### config.mk
export PLATFORM = sky130hd
export DESIGN_NAME = key_scan_ctrl
export DESIGN_NICKNAME = d
export VERILOG_FILES = /design/src/rtl/key_scan_ctrl.sv
export SDC_FILE = /design/constraint.sdc
export NUM_CORES = 1
export LEC_CHECK = 0
export CAP_MARGIN = 20
export CORE_MARGIN = 2
export CORE_UTILIZATION = 45
export DETAILED_ROUTE_END_ITERATION = 10
export GPL_ROUTABILITY_DRIVEN = 0
export SLEW_MARGIN = 20
export SYNTH_ARGS = -nofsm -noshare
export SYNTH_HDL_FRONTEND = slang
export SYNTH_SLANG_ARGS = --single-unit
export TNS_END_PERCENT = 100
### constraint.sdc
create_clock -name clk -period 4.3 [get_ports clk]
set_input_delay 0.645 -clock clk [delete_from_list [all_inputs] [get_ports clk]]
set_output_delay 0.645 -clock clk [all_outputs]
set_load 0.03 [all_outputs]
### src/rtl/key_scan_ctrl.sv
// 4x4 active-low key matrix scanner with debounce and single-key encoding.
// Drives the nkpls/bcds/koff/clr key-strobe interface for the display data generator.
module key_scan_ctrl #(
  parameter int          SCAN_DIV = 1000,
  parameter int          DB_SCANS = 4,
  parameter logic [3:0]  CLR_CODE = 4'hE
) (
  input  logic       rst,
  input  logic       clk,
  input  logic [3:0] row,
  output logic [3:0] col,
  output logic [3:0] bcds,
  output logic       nkpls,
  output logic       koff,
  output logic       clr
);

  localparam int             DIV_W    = (SCAN_DIV > 1) ? $clog2(SCAN_DIV) : 1;
  localparam logic [DIV_W-1:0] DIV_LAST = DIV_W'(SCAN_DIV - 1);
  localparam logic [3:0]     DB_MAX   = 4'(DB_SCANS);

  typedef enum logic [1:0] {RES_NONE = 2'd0, RES_KEY = 2'd1, RES_MULTI = 2'd2} res_t;
  typedef enum logic [1:0] {IDLE = 2'd0, PRESSED = 2'd1, GAP = 2'd2} state_t;

  logic [3:0]       row_meta_r, row_sync_r;
  logic [DIV_W-1:0] div_r;
  logic [1:0]       col_idx_r;
  logic [15:0]      hits_r;
  logic [15:0]      scan_hits_s;
  logic [4:0]       hit_cnt_s;
  logic [3:0]       hit_code_s;
  logic             tc_s;
  res_t             res_type_r, prev_type_r;
  logic [3:0]       res_code_r, prev_code_r;
  logic             scan_done_r;
  logic [3:0]       db_cnt_r, db_next_s;
  logic             same_s, stable_s;
  state_t           state_r;
  logic [1:0]       gap_cnt_r;
  logic [3:0]       pend_r;
  logic             gap_none_r;

  assign tc_s = (div_r == DIV_LAST);

  // Two-flop synchroniser for the asynchronous row returns.
  always_ff @(posedge clk or negedge rst) begin
    if (!rst) begin
      row_meta_r <= 4'hF;
      row_sync_r <= 4'hF;
    end else begin
      row_meta_r <= row;
      row_sync_r <= row_meta_r;
    end
  end

  // Column divider: sample the active column at terminal count, then rotate.
  always_ff @(posedge clk or negedge rst) begin
    if (!rst) begin
      div_r     <= '0;
      col_idx_r <= 2'd0;
      col       <= 4'b1110;
      hits_r    <= 16'h0000;
    end else if (tc_s) begin
      div_r <= '0;
      for (int r = 0; r < 4; r++) begin
        hits_r[{2'(r), col_idx_r}] <= ~row_sync_r[r];
      end
      col_idx_r <= col_idx_r + 2'd1;
      col       <= {col[2:0], col[3]};
    end else begin
      div_r <= div_r + DIV_W'(1);
    end
  end

  // Full-scan hit map with column 3 taken live, plus hit count and code.
  always_comb begin
    scan_hits_s = hits_r;
    hit_cnt_s   = 5'd0;
    hit_code_s  = 4'd0;
    for (int r = 0; r < 4; r++) begin
      scan_hits_s[{2'(r), 2'd3}] = ~row_sync_r[r];
    end
    for (int i = 0; i < 16; i++) begin
      hit_cnt_s = hit_cnt_s + {4'd0, scan_hits_s[i]};
      if (scan_hits_s[i]) begin
        hit_code_s = 4'(i);
      end else begin
        hit_code_s = hit_code_s;
      end
    end
  end

  // Classify the scan on the column-3 sample edge.
  always_ff @(posedge clk or negedge rst) begin
    if (!rst) begin
      scan_done_r <= 1'b0;
      res_type_r  <= RES_NONE;
      res_code_r  <= 4'd0;
    end else if (tc_s && (col_idx_r == 2'd3)) begin
      scan_done_r <= 1'b1;
      res_type_r  <= (hit_cnt_s == 5'd0) ? RES_NONE : (hit_cnt_s == 5'd1) ? RES_KEY : RES_MULTI;
      res_code_r  <= (hit_cnt_s == 5'd1) ? hit_code_s : 4'd0;
    end else begin
      scan_done_r <= 1'b0;
    end
  end

  always_comb begin
    same_s = (res_type_r == prev_type_r) && (res_code_r == prev_code_r);
    if (same_s) begin
      db_next_s = (db_cnt_r == DB_MAX) ? DB_MAX : db_cnt_r + 4'd1;
    end else begin
      db_next_s = 4'd1;
    end
    stable_s = scan_done_r && (db_next_s == DB_MAX);
  end

  // Debounce history, updated once per completed scan.
  always_ff @(posedge clk or negedge rst) begin
    if (!rst) begin
      prev_type_r <= RES_NONE;
      prev_code_r <= 4'd0;
      db_cnt_r    <= 4'd0;
    end else if (scan_done_r) begin
      prev_type_r <= res_type_r;
      prev_code_r <= res_code_r;
      db_cnt_r    <= db_next_s;
    end else begin
      db_cnt_r <= db_cnt_r;
    end
  end

  // Key-strobe FSM; a stable MULTI never moves it.
  always_ff @(posedge clk or negedge rst) begin
    if (!rst) begin
      state_r    <= IDLE;
      bcds       <= 4'hF;
      nkpls      <= 1'b1;
      koff       <= 1'b1;
      clr        <= 1'b0;
      gap_cnt_r  <= 2'd0;
      pend_r     <= 4'd0;
      gap_none_r <= 1'b0;
    end else begin
      clr <= 1'b0;
      case (state_r)
        IDLE: begin
          if (stable_s && (res_type_r == RES_KEY)) begin
            state_r <= PRESSED;
            bcds    <= res_code_r;
            nkpls   <= 1'b0;
            koff    <= 1'b0;
            clr     <= (res_code_r == CLR_CODE);
          end else begin
            state_r <= IDLE;
          end
        end
        PRESSED: begin
          if (stable_s && (res_type_r == RES_NONE)) begin
            state_r <= IDLE;
            nkpls   <= 1'b1;
            koff    <= 1'b1;
          end else if (stable_s && (res_type_r == RES_KEY) && (res_code_r != bcds)) begin
            state_r    <= GAP;
            nkpls      <= 1'b1;
            pend_r     <= res_code_r;
            gap_cnt_r  <= 2'd0;
            gap_none_r <= 1'b0;
          end else begin
            state_r <= PRESSED;
          end
        end
        GAP: begin
          if (gap_cnt_r == 2'd3) begin
            if (gap_none_r || (stable_s && (res_type_r == RES_NONE))) begin
              state_r <= IDLE;
              koff    <= 1'b1;
            end else begin
              state_r <= PRESSED;
              bcds    <= pend_r;
              nkpls   <= 1'b0;
              clr     <= (pend_r == CLR_CODE);
            end
          end else begin
            gap_cnt_r  <= gap_cnt_r + 2'd1;
            gap_none_r <= gap_none_r || (stable_s && (res_type_r == RES_NONE));
          end
        end
        default: begin
          state_r <= IDLE;
          nkpls   <= 1'b1;
          koff    <= 1'b1;
        end
      endcase
    end
  end

endmodule

After elaboration in Yosys (flattened, before gate mapping)
Index checks and enable logic that the tools add are counted.

storage, ports and cells
  register bits = 73
  bits in latches = 0
  RAM bits = 0
  bits in read-only memories = 0
  word-level logic and storage cells = 162
  memories = 0

cells by class
  add/sub/neg operators = 19
  $mul = 0
  divide/modulo/power cells = 0
  magnitude comparators = 8
  equal/unequal tests = 23
  shifts and indexed selects = 0
  multiplexer cells = 66
  bitwise logic cells = 5
  reductions and logical operators = 21

operators by type and width
  operator                 count
  $mux W4                  20
  $bwmux W16               4
  $add A5 B1 Y5            11
  $mux W1                  22
  $mux W2                  8
  $ne A2 B2 Y1 const B     8
  $reduce_and A4 Y1        4
  $add A10 B1 Y10 const B  1
  $eq A10 B10 Y1 const B   1
  $logic_and A1 B1 Y1      10
  $lt A4 B5 Y1 const B     2
  $mux W10                 1
  $demux W1 S2             4
  $eq A4 B3 Y1 const B     2
  $eq A4 B4 Y1 const B     2
  $ge A4 B1 Y1 const B     2
  $pmux W4 S2              1
  $eq A2 B2 Y1 const B     3
  $pmux W1 S3              2
  $pmux W2 S3              1
  $add A4 B1 Y5            1
  $eq A5 B1 Y1 const B     1
  $logic_not A5 Y1         1
  $lt A2 B5 Y1 const B     1
  20 further kinds         29

Depth between registers and ports, before layout
Gate-level depths: netlist of run 1.

  depth after elaboration = 18
  depth in mapped cells = 15

Least setup slack after synthesis of run 1
No wires, ideal clock.

  path kind = reg2reg
  start = register hits_r[0]
  end = register res_code_r[1]
  library setup time = 0.066 ns
  arrival time = 3.822 ns
  slack = 0.412 ns
  stages on the path, launching flop included = 15
  period minus slack after synthesis = 3.888 ns
  path through = dfrtp_1 -> fa_1 -> inv_1 -> fa_1 -> inv_1 -> fa_1 -> inv_1 -> fa_1 -> inv_1 -> ha_1 -> fa_1 -> o21a_1 -> nor4_1 -> and3_1 -> a22o_1

between the ends
  longest elaborated chain between the ends = 17

ends and longest elaborated chain
  what                               line  source
  from (decl)                        28    logic [15:0] hits_r;
  from (signal, indexed assignment)  66    hits_r[{2'(r), col_idx_r}] <= ~row_sync_r[r];
  $add A1 B1 Y2                      84    hit_cnt_s = hit_cnt_s + {4'd0, scan_hits_s[i]};
  $add A2 B1 Y3                      84
  $add A3 B1 Y4                      84
  $add A4 B1 Y5                      84
  $add A5 B1 Y5 (11 in a row)        84
  $eq A5 B1 Y1                       102   res_code_r <= (hit_cnt_s == 5'd1) ? hit_code_s : 4'd0;
  $mux W4                            102
  to (signal assigned)               102
  to (decl)                          34    logic [3:0] res_code_r, prev_code_r;

No other way between the ends.
A chain may end at the register's enable or synchronous reset.

Worst setup path in the final report of run 1
  start = register hits_r[0]
  end = register res_code_r[0]

The elaborated chain is that of the path after synthesis.

==> flow_summary.toml, run 1 <==
[status]
status = "finished, final reports clean"

[grt]
grt_start_max_net_pins = 45
grt-ovfl-total = 0
grt_pass1_vias = 2269
track_usage_pct = 15.7
antenna_found_initial = 0
grt_first_pass_wirelength_um = 10600

[power_and_ir_drop]
p_leak_nw = 1.89
vdd_drop_max_mv = 0.169
power.density_nw_per_um2 = 290

[cells_and_area]
design_area_um2 = 3980
layout_commonest_cell = "dfrtp_1"
syn_to_final_growth_pct = 11.2
drive_above_1_share_pct = 17.7
fin_nets = 374
fill_cells = 698
layout_common_cells = "dfrtp_1 (52), nand2_1 (34), inv_1 (33), o21ai_0 (24)"
post-route-util_pct = 51.5
stdcell_count = 452
diodes = 0

[yosys]
yosys.area.top_type_share_pct = 36.4
synthFlopType = "dfrtp_1"
synthesis.yosys.warnings = 0
ys_ff_latch = 69
yosysUniqueCellTypes = 48
synth_nets = 357
netlist_area_um2 = 3580
synth.avg_cell_area_um2 = 10.9
synthCells = 328
ys_seq_area_share_pct = 48.8
yosys.area.top_type = "dfrtp_1"
synth_area_leaders = "dfrtp_1 (36%), dfstp_2 (12%), mux2_2 (5.7%)"
synthArstFlopShare_pct = 100
synth-edff-count = 0

[cts]
clk_latency_ns = 0.33
post-cts-setup-buffers = 0
cts_root_buf = "clkbuf_8"
cts_tree = "built"
clk_pin_slew_ns = 0.08
cts_max_path_buffers = 2
hold_buffers = 0
htree_levels = 3
cts.sinks = 69
numCtsBuffers = 9

[sta]
post-route-min-period_ns = 4.04
finalCritPeriodShare_pct = 94.0
fin_setup_tns_ns = 0
finalSetupViolCount = 0
max_freq_mhz = 247
slew_viol_final = 0
finalHoldViolCount = 0
tightestPinTransition_ns = 0.660
hold_ws_ns = 0.309
grt_setup_unrepaired = "false"
slew_headroom_pct = 56.0
finClkSkew_ns = 0.0117

[critical_path]
critPathLaunchType = "flop"
cp_slowest_stage_delay_ns = 0.53
cp_cell_sequence = "fa_1 > inv_1 > fa_1 > inv_1 > fa_1 > inv_1 > fa_1 > inv_1 > ha_1 > fa_1 > o21a_1 > nor4_1 > and3_2 > a22o_1"
crit_type = "reg -> reg"
required_ns = 4.56
worst_path_most_repeated_cell = "fa_1"
crit_path_top_delay_cell = "fa_1"
critPathMaxFanout = 5
worstSetupEndpointType = "flop"
path_delay_family = "adder cells"
crit_buf_inv = 4
arrival_ns = 4.31

[die]
die-area_um2 = 8680
initial_core_util_pct = 46.3
std_cell_rows = 32
num_io_pins = 17
die_x_um = 93.2
die_h_um = 93.2
core_area_um2 = 7730

[flow_run]
drv_cap = 0

[placed_design]
hpwl_um = 4240
io_buffers = 16
placedCellCount = 436
dpl_cell_area_um2 = 3810

[drt]
via_count = 2274
drc = 0
first_pass_iters = 5
ant_nets = 0
dr.first_iter.drc_count = 72
wl_per_cell_um = 13.0
viasPerCell = 5.03
drt-total-wl_um = 5880

[worst_hold_path]
hp-class = "in -> async"
synth_stat cells (4+ instances only):
| cell type | count |
|---|---|
| ha_1 | 13 |
| nand3_1 | 13 |
| xor2_1 | 9 |
| o21ai_0 | 24 |
| a22o_1 | 4 |
| mux2_4 | 4 |
| nor2_1 | 18 |
| inv_1 | 33 |
| fa_1 | 10 |
| a21oi_1 | 8 |
| nand2b_1 | 5 |
| and3_1 | 5 |
| dfstp_2 | 17 |
| clkbuf_1 | 4 |
| dfrtp_1 | 52 |
| nand2_1 | 34 |
| xnor2_1 | 8 |
| mux2_2 | 18 |
final timing paths:
| check | start | to | slack (ns) | depth (start not counted) |
|---|---|---|---|---|
| setup / recovery | hits_r[0] | res_code_r[0] | 0.26 | 14 |
| setup reg to reg | hits_r[0] | res_code_r[0] | 0.26 | 14 |
| min in group clk | row_meta_r[0] | row_sync_r[0] | 0.36 | 0 |
| hold reg to reg | row_meta_r[0] | row_sync_r[0] | 0.36 | 0 |
| max in group asynchronous | rst | col[3] | 3.01 | 2 |
| hold / removal | rst | state_r[0] | 0.31 | 1 |
per-layer routing:
layer	up-vias	track usage (%)	part of all wire, %
li1	1150	-	-
met1	1094	22.0	51
met2	25	23.6	45
met3	5	2.98	2.1
met4	0	7.35	1.5
met5	-	0	0
cell type report:
type / count / area (µm²) / share of cell area [%]
Timing Repair Buffer: 17 / 163 / 4.09
Multi-Input combinational cell: 215 / 1650 / 41.4
Inverter: 33 / 124 / 3.11
Tap cell: 102 / 128 / 3.21
Clock inverter: 4 / 23.8 / 0.597
Sequential cell: 69 / 1750 / 43.9
Clock buffer: 12 / 145 / 3.65
metrics by stage:
step                      power [mW]  setup WS, ns
after floorplan                0.693         0.412
after detailed placement       0.717         0.199
final                           1.16         0.258
after CTS                       1.18         0.168
after global routing            1.21        0.0193
after global placement         0.717         0.282
state kept, by name (all words and copies together), names as in the netlist, 4 cells and up:
signal	count
hits_r	12
div_r	10
bcds	4
col	4
db_cnt_r	4
pend_r	4
prev_code_r	4
res_code_r	4
row_meta_r	4
row_sync_r	4
logic make-up after synthesis:
kind of cell / count (synthesis) / share of synthesized area (%)
AO/OA/AOI/OAI: 56 / 10.3
AND/OR/NAND/NOR: 95 / 13.4
flip-flops: 69 / 48.8
multiplexers: 23 / 7.62
XOR/XNOR: 18 / 4.61
adder cells (fa/ha/maj): 23 / 10.1
buffers and inverters: 44 / 5.17
report_power, final:
part           leakage, nW  internal [mW]  switching (mW)
logic                0.906         0.0154          0.0278
registers            0.889          0.656         0.00397
clock network       0.0901          0.224           0.229
repair_timing:
item	4_1_cts	5_1_grt
setup endpoints to repair	0	4
endpoints found under the hold margin	0	0
resized for setup	0	1
Note: power is estimated with default switching activity, not from simulation.
==> run 2: changes to the inputs <==
--- a/config.mk
+++ b/config.mk
@@ -6,8 +6,8 @@
 export NUM_CORES = 1
 export LEC_CHECK = 0
 export CAP_MARGIN = 20
-export CORE_MARGIN = 2
-export CORE_UTILIZATION = 45
+export CORE_MARGIN = 5
+export CORE_UTILIZATION = 25
 export DETAILED_ROUTE_END_ITERATION = 10
 export GPL_ROUTABILITY_DRIVEN = 0
 export SLEW_MARGIN = 20
==> constraint.sdc (replaced) <==
create_clock -name clk -period 4.21 [get_ports clk]
set_input_delay 0.6315 -clock clk [delete_from_list [all_inputs] [get_ports clk]]
set_output_delay 0.6315 -clock clk [all_outputs]
set_load 0.03 [all_outputs]
==> run 2 against run 1 <==
First-iteration DRC count rose by 31%. Global-route usage is 7.5 points lower. Sequential share of layout area fell by 2.3 points. Die area grew 94%. Highest routed layer unchanged.
==> flow_summary.toml, run 2 (synthesis results as in run 1) <==
[power_and_ir_drop]
p_leak_nw = 1.94
switchingPower_mw = 0.288
p_seq_share_pct = 47.5
p_comb_share_pct = 3.2
sw_frac_of_total_pct = 20.3
p_int_mw = 1.13
power.density_nw_per_um2 = 339
vdd_drop_max_mv = 0.195
clkPwrFrac_pct = 49.3

[drt]
first_pass_iters = 4
via_count = 2326
viasPerCell = 4.39
drc = 0
drt-total-wl_um = 6190
dr.first_iter.drc_count = 94
wl_per_cell_um = 11.7
ant_nets = 0

[critical_path]
r2r_slack_ns = 0.23
required_ns = 4.47
cp_cell_sequence = "fa_1 > inv_1 > fa_1 > inv_1 > fa_1 > inv_1 > fa_1 > inv_1 > ha_1 > fa_1 > o21a_1 > nor4_2 > and3_4 > a22o_1"
crit_path_start = "hits_r[0]"
crit_path_top_delay_cell = "fa_1"
r2r_cells = 14
cp_slowest_stage_delay_ns = 0.53
rr_endpoint = "res_code_r[0]"
arrival_ns = 4.24
worst_path_most_repeated_cell = "fa_1"
rr_startpoint = "hits_r[0]"
crit_type = "reg -> reg"
worstSetupEndpointType = "flop"
critPathMaxFanout = 5
critPathLaunchType = "flop"
cp-endpoint = "res_code_r[0]"

[sta]
finalSetupViolCount = 0
hold_ws_ns = 0.300
tightestPinTransition_ns = 0.659
post-route-min-period_ns = 3.98
max_freq_mhz = 251
slew_headroom_pct = 56.0
finalHoldViolCount = 0
slew_viol_final = 0
finClkSkew_ns = 0.00724
grt_setup_unrepaired = "false"
finalCritPeriodShare_pct = 94.5
fin_setup_tns_ns = 0

[die]
std_cell_rows = 43
core_area_um2 = 14000
die-area_um2 = 16800
num_io_pins = 17
die_h_um = 130
initial_core_util_pct = 25.6
die_x_um = 130

[cts]
cts.sinks = 69
clk_latency_ns = 0.33
clk_pin_slew_ns = 0.06
cts_max_path_buffers = 2
htree_levels = 3
cts_tree = "built"
numCtsBuffers = 9
cts_root_buf = "clkbuf_16"

[grt]
grt-ovfl-total = 0
grt_pass1_vias = 2327
antenna_found_initial = 0
grt_first_pass_wirelength_um = 11000
track_usage_pct = 8.17
grt_start_max_net_pins = 43

[cells_and_area]
largest_reg_flops = 12
fin_nets = 374
post-route-util_pct = 30.0
layout_common_cells = "dfrtp_1 (52), nand2_1 (34), inv_1 (33), o21ai_0 (24)"
syn_to_final_growth_pct = 17.3
layout_commonest_cell = "dfrtp_1"
fill_cells = 1437
regMostFlops = "hits_r"
diodes = 0
design_area_um2 = 4200
top_regs = "hits_r: 12 flops, div_r: 10 flops"
drive_above_1_share_pct = 17.7

[placed_design]
io_buffers = 16
hpwl_um = 4480
dpl_cell_area_um2 = 3910

[flow_run]
drv_cap = 0

[worst_hold_path]
hp-class = "in -> async"

[status]
status = "finished, final reports clean"
[run 2: cell types whose count changed in the layout (fill, tap and decap cells not counted)]
cell,change
nor4_2,+1
clkinv_2,-2
clkbuf_8,-7
clkinv_4,-1
nor4_1,-1
and3_2,-1
clkbuf_1,+1
clkbuf_16,+9
and3_4,+1
[run 2: critical path, delay by kind of cell (launching register included)]
family | cells | cell delay (ns)
buffers and inverters | 4 | 0.19
adder cells (fa/ha/maj) | 6 | 2.59
AND/OR/NAND/NOR | 2 | 0.44
flip-flops | 1 | 0.39
AO/OA/AOI/OAI | 2 | 0.31
[run 2: cell type report]
cell class              instances  area [µm²]  share of cell area, %
clock buffers                  15         278                   6.61
clock inverters                 1        5.00                  0.119
inverters                      33         124                   2.95
multi-input cells             215        1660                   39.5
flip-flops and latches         69        1750                   41.6
well taps                     180         225                   5.36
repair buffers                 17         163                   3.87
[run 2: metal layers]
layer,routed length [µm],vias to the layer above,GRT usage [%],share of wire [%]
met5,0,-,0,0
met2,2780,40,12.5,45
li1,-,1147,-,-
met4,116,0,3.30,1.9
met1,3010,1126,10.3,49
met3,280,13,3.34,4.5
[run 2: how the worst min path moves through the flow]
stage                     depth (start not counted)       endpoint
after floorplan                                   0            clr
after global placement                            0  row_sync_r[0]
after detailed placement                          0  row_sync_r[1]
after CTS                                         1      hits_r[8]
after global routing                              1      hits_r[8]
final                                             1     hits_r[12]
[run 2: what timing repair did]
action	CTS	global route
hold buffers	0	0
endpoints found under the setup margin	0	5
gates resized for setup	0	3
buffers inserted	0	0
[run 2: stage by stage]
stage | instances | power [mW] | worst slack (ns)
final | 530 | 1.42 | 0.232
after global routing | 530 | 1.49 | 0.00665
after CTS | 530 | 1.45 | 0.0577
after detailed placement | 514 | 0.733 | 0.0582
after global placement | 514 | 0.732 | 0.191
after floorplan | 328 | 0.707 | 0.322
[run 2: power by group through the flow]
stage / Combinational [mW] / Clock, mW / Sequential, mW
floorplan: 0.0222 / 0 / 0.685
global placement: 0.0454 / 0 / 0.686
detailed placement: 0.0465 / 0 / 0.687
CTS: 0.0467 / 0.727 / 0.676
global route: 0.0567 / 0.756 / 0.676
finish: 0.0462 / 0.701 / 0.676
==> run 3: changes to the inputs <==
--- a/config.mk
+++ b/config.mk
@@ -9,7 +9,6 @@
 export CORE_MARGIN = 5
 export CORE_UTILIZATION = 25
 export DETAILED_ROUTE_END_ITERATION = 10
-export GPL_ROUTABILITY_DRIVEN = 0
 export SLEW_MARGIN = 20
 export SYNTH_ARGS = -nofsm -noshare
 export SYNTH_HDL_FRONTEND = slang
==> results of run 3 <==
The final DEF is identical to that of run 2; final timing and power are the same.
